**src/rtl/weight_mem_streamer.sv**
```systemverilog
// Weight SRAM responder for the weight-buffer load port. MODE1/2 (mode_in 0/1) repack 11-byte
// packed rows into two 64-bit beats per row; MODE3/4 (mode_in 2/3) pass one aligned word per row.
module weight_mem_streamer #(
  parameter int ADDR_W        = 16,
  parameter int ROWS_M12      = 43,
  parameter int ROWS_M3       = 19,
  parameter int ROWS_M4       = 11,
  parameter int ROW_BYTES_M12 = 11
) (
  input  logic              clk,
  input  logic              rst_n,
  input  logic              start,
  input  logic [1:0]        mode_in,
  input  logic [ADDR_W-1:0] base_addr,
  input  logic              mem_req,
  input  logic              free_weight_buffer,
  output logic              mem_data_valid,
  output logic [63:0]       weight_data,
  output logic              sram_rd_en,
  output logic [ADDR_W-1:0] sram_addr,
  input  logic [63:0]       sram_rd_data,
  output logic              busy,
  output logic              done
);
  localparam int BEATS_M12  = 2 * ROWS_M12;
  localparam int WORDS_M12  = (ROWS_M12 * ROW_BYTES_M12 + 7) / 8;
  localparam int TAIL_BYTES = ROW_BYTES_M12 - 8;
  localparam int BEAT_W     = $clog2(BEATS_M12 + 1);
  localparam int WORD_W     = $clog2(WORDS_M12 + 1);
  localparam logic [63:0] TAIL_MASK = ~(64'hFFFF_FFFF_FFFF_FFFF >> (8 * TAIL_BYTES));
  localparam logic [3:0]  TAIL_NEED = 4'(TAIL_BYTES);

  typedef enum logic [1:0] {IDLE, STREAM, FINISH} state_t;
  state_t state_reg, state_next;

  logic [1:0]        mode_reg;
  logic [ADDR_W-1:0] addr_reg;
  logic [WORD_W-1:0] words_reg;
  logic [BEAT_W-1:0] loaded_reg, accepted_reg;
  logic [127:0]      store_reg;
  logic [4:0]        count_reg;
  logic              resp_reg;
  logic              out_valid_reg;
  logic [63:0]       out_data_reg;

  logic [BEAT_W-1:0] total_beats;
  logic [WORD_W-1:0] total_words;
  logic              accept, last_accept, start_go, issue, load, tail_phase;
  logic [4:0]        avail;
  logic [3:0]        need;
  logic [127:0]      combined;
  logic [63:0]       beat;

  always_comb begin
    total_beats = BEAT_W'(BEATS_M12);
    total_words = WORD_W'(WORDS_M12);
    if (mode_reg == 2'd2) begin
      total_beats = BEAT_W'(ROWS_M3);
      total_words = WORD_W'(ROWS_M3);
    end else if (mode_reg == 2'd3) begin
      total_beats = BEAT_W'(ROWS_M4);
      total_words = WORD_W'(ROWS_M4);
    end
  end

  assign accept      = out_valid_reg && mem_req;
  assign last_accept = accept && (accepted_reg == total_beats - BEAT_W'(1));

  // The response returning this cycle counts as the one read in flight.
  assign avail    = count_reg + (resp_reg ? 5'd8 : 5'd0);
  assign start_go = (state_reg == IDLE) && start && !free_weight_buffer && !rst_n;
  assign issue    = (state_reg == STREAM) && !free_weight_buffer && !rst_n &&
                    (words_reg < total_words) && (avail <= 5'd8);

  // First read goes out in the start cycle so the first beat is ready two cycles later.
  assign sram_rd_en = start_go || issue;
  assign sram_addr  = start_go ? base_addr : addr_reg;

  // Bytes beyond count_reg are always zero, so the returning word can be OR-ed in at the tail.
  assign combined   = store_reg | (resp_reg ? ({sram_rd_data, 64'd0} >> {count_reg, 3'b000}) : 128'd0);
  assign tail_phase = !mode_reg[1] && loaded_reg[0];
  assign need       = tail_phase ? TAIL_NEED : 4'd8;
  assign load       = (state_reg == STREAM) && (!out_valid_reg || accept) &&
                      (loaded_reg < total_beats) && (avail >= {1'b0, need});
  assign beat       = tail_phase ? (combined[127:64] & TAIL_MASK) : combined[127:64];

  always_comb begin
    state_next = state_reg;
    case (state_reg)
      IDLE:    if (start) state_next = STREAM;
      STREAM:  if (last_accept) state_next = FINISH;
      FINISH:  state_next = IDLE;
      default: state_next = IDLE;
    endcase
    if (free_weight_buffer) state_next = IDLE;
  end

  always_ff @(posedge clk) begin
    if (rst_n) begin
      state_reg     <= IDLE;
      mode_reg      <= 2'd0;
      addr_reg      <= '0;
      words_reg     <= '0;
      loaded_reg    <= '0;
      accepted_reg  <= '0;
      store_reg     <= '0;
      count_reg     <= '0;
      resp_reg      <= 1'b0;
      out_valid_reg <= 1'b0;
      out_data_reg  <= '0;
    end else begin
      state_reg <= state_next;
      resp_reg  <= sram_rd_en;
      if (sram_rd_en) addr_reg <= sram_addr + ADDR_W'(1);
      if (start_go) mode_reg <= mode_in;
      if (free_weight_buffer || state_reg != STREAM) begin
        store_reg     <= '0;
        count_reg     <= '0;
        out_valid_reg <= 1'b0;
        out_data_reg  <= '0;
        loaded_reg    <= '0;
        accepted_reg  <= '0;
        words_reg     <= start_go ? WORD_W'(1) : '0;
      end else begin
        words_reg <= words_reg + WORD_W'(issue);
        if (accept) accepted_reg <= accepted_reg + BEAT_W'(1);
        if (load) begin
          store_reg     <= combined << {need, 3'b000};
          count_reg     <= avail - {1'b0, need};
          out_data_reg  <= beat;
          out_valid_reg <= 1'b1;
          loaded_reg    <= loaded_reg + BEAT_W'(1);
        end else begin
          store_reg <= combined;
          count_reg <= avail;
          if (accept) out_valid_reg <= 1'b0;
        end
      end
    end
  end

  assign mem_data_valid = out_valid_reg;
  assign weight_data    = out_data_reg;
  assign busy           = (state_reg == STREAM);
  assign done           = (state_reg == FINISH);
endmodule

```
**config.mk**
```make
export PLATFORM = sky130hd
export DESIGN_NAME = weight_mem_streamer
export DESIGN_NICKNAME = d
export VERILOG_FILES = /design/src/rtl/weight_mem_streamer.sv
export SDC_FILE = /design/constraint.sdc
export NUM_CORES = 1
export LEC_CHECK = 0
export ABC_AREA = 1
export BUFFER_PORTS_ARGS = -buffer_cell sky130_fd_sc_hd__buf_2
export CORE_MARGIN = 2
export CORE_UTILIZATION = 46
export DETAILED_ROUTE_END_ITERATION = 8
export HOLD_SLACK_MARGIN = 0.06
export PLACE_DENSITY = 0.78
export SLEW_MARGIN = 10
export SYNTH_ARGS = -nofsm -noshare
export SYNTH_HDL_FRONTEND = slang
export SYNTH_SLANG_ARGS = --single-unit
```
**constraint.sdc**
```tcl
create_clock -name clk -period 6.1 [get_ports clk]
set_input_delay 0.305 -clock clk [delete_from_list [all_inputs] [get_ports clk]]
set_output_delay 0.305 -clock clk [all_outputs]
set_load 0.02 [all_outputs]
```
Yosys cells after proc, flatten, opt, wreduce, memory -nomap -nowiden
Cells that the tools add are included.
Word-level totals
  register bits: 239
  logic and storage cells: 76
  input port bits: 87
Operators by class
  bitwise logic cells: 1
  order comparisons: 4
  add/subtract/negate cells: 7
  shift operators: 2
  equal/unequal tests: 8
  multiplexer cells: 18
  reductions and logical operators: 25
Operators with widths (number)
  $mux W128: 2
  $or A128 B128 Y128: 1
  $shl A128 B7 Y128: 1
  $shr A128 B8 Y128: 1
  $mux W40: 1
  $mux W6: 3
  $add A16 B1 Y16 const B: 1
  $mux W16: 1
  $add A7 B1 Y7 const B: 2
  $mux W7: 2
  $logic_and A1 B1 Y1: 13
  $mux W4: 2
  $eq A7 B7 Y1: 1
  $lt A7 B7 Y1: 1
  $sub A7 B1 Y7 const B: 1
  $add A6 B1 Y6: 1
  $eq A2 B2 Y1 const B: 3
  $lt A6 B6 Y1: 1
  $add A5 B4 Y5: 1
  $ge A5 B4 Y1: 1
  $le A5 B4 Y1 const B: 1
  $mux W5: 1
  $sub A5 B4 Y5: 1
  $logic_not A1 Y1: 4
  other kinds (11): 18

Longest topological paths before layout
  depth in word-level cells: 8
  gate-level depth with buffers: 19
  depth with buffers taken out: 18

Worst setup path after synthesis
OpenSTA, ideal clock, no wires.
  path type: register to register
  start point: reg loaded_reg[0]
  end point: reg store_reg[110]
  data required time: 5.981 ns
  arrival time: 2.248 ns
  stages on the path, launching flop included: 16
  slack: 3.732 ns
  setup time: 0.119 ns
  buffers on the path: 2
  cells stage by stage: dfxtp_1 -> inv_1 -> nor2_1 -> inv_1 -> ha_1 -> nand2_1 -> nand3_1 -> nand2_1 -> nand2_1 -> nand4_1 -> nand2_2 -> inv_2 -> buf_4 -> buf_2 -> nand2_1 -> nand3_1
On the way
  word-level cells in the longest chain between the ends: 5
RTL lines
  start: declaration: line 39  | logic [BEAT_W-1:0] loaded_reg, accepted_reg;
  start signal: assignment: line 132  | loaded_reg <= loaded_reg + BEAT_W'(1);
  parallel branches: the longest is 4 deep, another holds $shl A128 B7 Y128
  $mux W128 (*): line 127  | if (load) begin
  end signal: assignment: line 128  | store_reg <= combined << {need, 3'b000};
  end signal: assignment: line 134  | store_reg <= combined;
  end: declaration: line 40  | logic [127:0] store_reg;
Mark *: on every way between the ends.
A chain may end at the register's enable or synchronous reset.

Final worst setup path
  start point: reg mode_reg[1]
  end point: reg store_reg[100]
On the way
  word-level cells in the longest chain between the ends: 7
RTL lines
  start: declaration: line 36  | logic [1:0] mode_reg;
  start signal: assignment: line 115  | if (start_go) mode_reg <= mode_in;
  $eq A2 B2 Y1: line 60  | end else if (mode_reg == 2'd3) begin
  $mux W7: line 60
  $mux W7: line 57  | if (mode_reg == 2'd2) begin
  $lt A7 B7 Y1: line 84  | (loaded_reg < total_beats) && (avail >= {1'b0, need});
  $logic_and A1 B1 Y1: line 83  | assign load = (state_reg == STREAM) && (!out_valid_reg || accept) &&
  $logic_and A1 B1 Y1: line 84
  $mux W128 (*): line 127
Every way passes the cells marked *; elsewhere a longest branch is shown, timed or not.

==> impl_metrics.py <==
metrics = {
    "clock_tree": {
        "clock_latency_ns": 0.55,
        "ctsHoldBuffers": 0,
        "cts-resized-gates": 0,
        "cts_inserted_buffers": 26,
        "clock_tree_from_tritoncts": "yes",
        "cts.htree.levels": 1,
        "clkTransAtPathRegs_ns": 0.06,
        "clk_root_buffer_cell": "sky130_fd_sc_hd__clkbuf_16",
        "postCtsSetupRepairBufs": 0,
        "clk_path_buf_depth": 3,
        "cts_num_sinks": 239,
    },
    "cells_and_area": {
        "final_design_area_no_fill_um2": 15100,
        "areaGrowthSynthToFinish_pct": 13.1,
        "layout.cells.most_common": "sky130_fd_sc_hd__nand2_1",
        "nNetsFinal": 2325,
        "register_cell_area_after_layout_um2": 4790,
        "num-fill-cells": 2933,
        "fraction_of_layout_cells_with_a_size_suffix_above_1_pct": 13.9,
        "multi_input_area_um2": 7480,
        "largest_register_ffs": 128,
        "insertedDiodeCount": 0,
        "final_cell_mix": "871 x sky130_fd_sc_hd__nand2_1, 237 x sky130_fd_sc_hd__dfxtp_1, 170 x sky130_fd_sc_hd__buf_2",
    },
    "synthesis": {
        "synthesis.instances": 2117,
        "ys_types": 47,
        "yosysTopAreaCellShare_pct": 35.7,
        "synth-edff-count": 0,
        "synth_top_family_by_area": "simple AND/OR/NAND/NOR gates",
        "synth_mux_area_share_pct": 0.150,
        "synthXorXnorAreaFrac_pct": 0.262,
        "yosys_warnings": 0,
        "synth_area_leader_cell": "sky130_fd_sc_hd__dfxtp_1",
        "synth-compound-area-share_pct": 14.5,
        "synth-async-reset-ratio_pct": 0,
        "synthAdderAreaFrac_pct": 1.74,
        "syn_area_per_cell_um2": 6.32,
        "ys_seq_area_share_pct": 35.7,
        "synthSimpleGateAreaFrac_pct": 39.2,
        "synth_top_cells_by_area": "sky130_fd_sc_hd__dfxtp_1 36%, sky130_fd_sc_hd__nand2_1 24%, sky130_fd_sc_hd__nand3_1 5.9%",
        "synth_net_count": 2222,
        "post_synth_instance_area_um2": 13400,
        "leading_register_cell_type_out_of_synthesis": "sky130_fd_sc_hd__dfxtp_1",
        "synth.ff_latch_count": 239,
    },
    "setup_path": {
        "r2r-start": "mode_reg[1]$_SDFFE_PP0N_",
        "worst_ep_arrival_time_ns": 4.36,
        "reg2reg_depth": 13,
        "critical_path_class": "reg -> reg",
        "startpoint_type": "flip-flop",
        "timing.critical_path.required_ns": 6.58,
        "crit_path_from": "mode_reg[1]$_SDFFE_PP0N_",
        "worstPathMaxFanout": 93,
        "cp-end-kind": "flip-flop",
    },
    "sta": {
        "worstMarginPinSlew_ns": 1.29,
        "report.final.slew_viol_count": 0,
        "finalClockSkew_ns": 0.0119,
        "hold_violations": 0,
        "setup_tns_ns": 0,
        "setup_viol": 0,
        "final.min_clock_period_ns": 3.88,
        "grt_setup_unrepaired": "no",
        "final.hold.worst_slack_ns": 0.0874,
        "timing.max_slew.rel_slack_pct": 13.4,
        "achievable-frequency_mhz": 258,
        "period_share_pct": 63.6,
    },
    "detailed_routing": {
        "route.detailed.drc": 0,
        "count_of_routing_violations_after_the_opening_detailed_route_iteration": 1451,
        "via_density_per_instance": 5.49,
        "routed_wire_length_per_instance_um": 17.9,
        "antenna_left": 0,
        "routed_wl_mm": 47.0,
        "route.vias.total": 14400,
        "detailedRoute.firstPassIterationCount": 8,
    },
    "global_route": {
        "largest_net_degree_at_the_start_of_global_routing": 94,
        "grtUsageTotal_pct": 30.2,
        "grt_remaining_overflow": 0,
        "grt_antenna_before_repair": 0,
        "number_of_global_route_vias_before_repair": 13600,
        "grt_first_pass_wirelength_mm": 72.8,
    },
    "die": {
        "io-pin-count": 171,
        "floorplan_die_height_um": 175,
        "core_region_area_um2": 28700,
        "start_util_pct": 46.6,
        "die_area_um2": 30500,
        "die_width_um": 175,
        "num_rows": 62,
    },
    "pwr": {
        "irDropWorstVdd_mv": 0.212,
        "p_int_uw": 2600,
        "p_clk_share_pct": 46.7,
        "power_density_nw_per_um2": 229,
        "seq_power_share_pct": 45.4,
        "power.combinational.fraction_pct": 7.9,
        "p_leak_uw": 0.00731,
        "switching_power_as_a_share_of_total_power_pct": 25.0,
        "switching_power_uw": 867,
    },
    "min_path": {
        "worstHoldStart": "mode_in[0]",
        "hold-path-cell-count": 3,
        "hold_path.class": "in -> reg",
    },
    "place": {
        "postPlaceCellArea_um2": 14300,
        "dp_hpwl_mm": 33.3,
        "globalplace.congestion": 0.991,
        "port_buffers": 170,
    },
    "status": {
        "run_status": "finished clean",
    },
    "job": {
        "drv_cap": 0,
    },
}
-- power by group through the flow --
stage / logic [uW] / registers, uW / clock network (uW)
floorplan: 161 / 1610 / 0
global route: 298 / 1570 / 1690
finish: 276 / 1570 / 1620
global placement: 263 / 1610 / 0
detailed placement: 265 / 1610 / 0
CTS: 267 / 1570 / 1630
-- cell usage after synthesis (all sizes together), types with 5 or more instances --
cell type	n
or2	45
nand3	160
nand3b	5
a21oi	84
buf	76
nor3	8
o211ai	24
nor2	143
dfxtp	239
nand4	19
o21ai	157
ha	17
a31o	9
o21bai	30
nand2	874
inv	141
a31oi	8
a21o	20
clkbuf	37
-- final cells by class --
class	count	share of cell area, %
inverter	143	3.57
clock buffer	34	4.69
multi-input combinational	1622	49.4
timing repair buffer	188	6.51
clock inverter	12	1.06
tap	384	3.17
sequential	239	31.6
-- path summary, 6_finish.rpt --
path	end	slack, ns
hold / removal	mode_reg[0]$_SDFFE_PP0N_	0.09
setup reg to reg	store_reg[100]$_SDFF_PP0_	2.22
hold reg to reg	weight_data[9]$_SDFFE_PP0P_	0.45
setup / recovery	store_reg[100]$_SDFF_PP0_	2.22
-- stage by stage --
| stage | util [%] | total power (uW) | worst slack (ns) | cells |
|---|---|---|---|---|
| finish | 52.8 | 3470 | 2.22 | 2622 |
| floorplan | - | 1770 | 3.73 | 2117 |
| global placement | 49.7 | 1870 | 2.45 | 2576 |
| CTS | 52.8 | 3470 | 2.34 | 2622 |
| global route | 52.8 | 3560 | 1.89 | 2622 |
| detailed placement | 49.7 | 1870 | 2.36 | 2576 |
-- worst max-delay path: stages (launching register included) --
cell and delay [ns]:
sky130_fd_sc_hd__dfxtp_1 0.41, sky130_fd_sc_hd__nor2_1 0.47, sky130_fd_sc_hd__inv_1 0.32, sky130_fd_sc_hd__ha_1 0.37, sky130_fd_sc_hd__nand2_1 0.09, sky130_fd_sc_hd__nand3_1 0.07
sky130_fd_sc_hd__nand2_1 0.06, sky130_fd_sc_hd__nand2_1 0.08, sky130_fd_sc_hd__nand4_1 0.36, sky130_fd_sc_hd__nand2_2 0.13, sky130_fd_sc_hd__inv_4 0.70, sky130_fd_sc_hd__buf_4 0.49
sky130_fd_sc_hd__nand2_1 0.11, sky130_fd_sc_hd__nand3_1 0.11
-- logic make-up after synthesis --
| logic type | after synthesis |
|---|---|
| AO/OA/AOI/OAI | 338 |
| XOR/XNOR | 4 |
| adder cells (fa/ha/maj) | 18 |
| buffers and inverters | 256 |
| flip-flops | 239 |
| multiplexers | 2 |
| AND/OR/NAND/NOR | 1260 |
-- layer usage --
layer	share of wire, %	routed length (um)	GRT usage, %	vias up
met5	0	0	0	-
met4	7.2	3390	19.5	0
met3	7.1	3350	4.79	164
met2	48	22600	53.1	665
met1	38	17700	34.0	6556
li1	-	-	-	7007
Power figures use the tool's default switching activity.
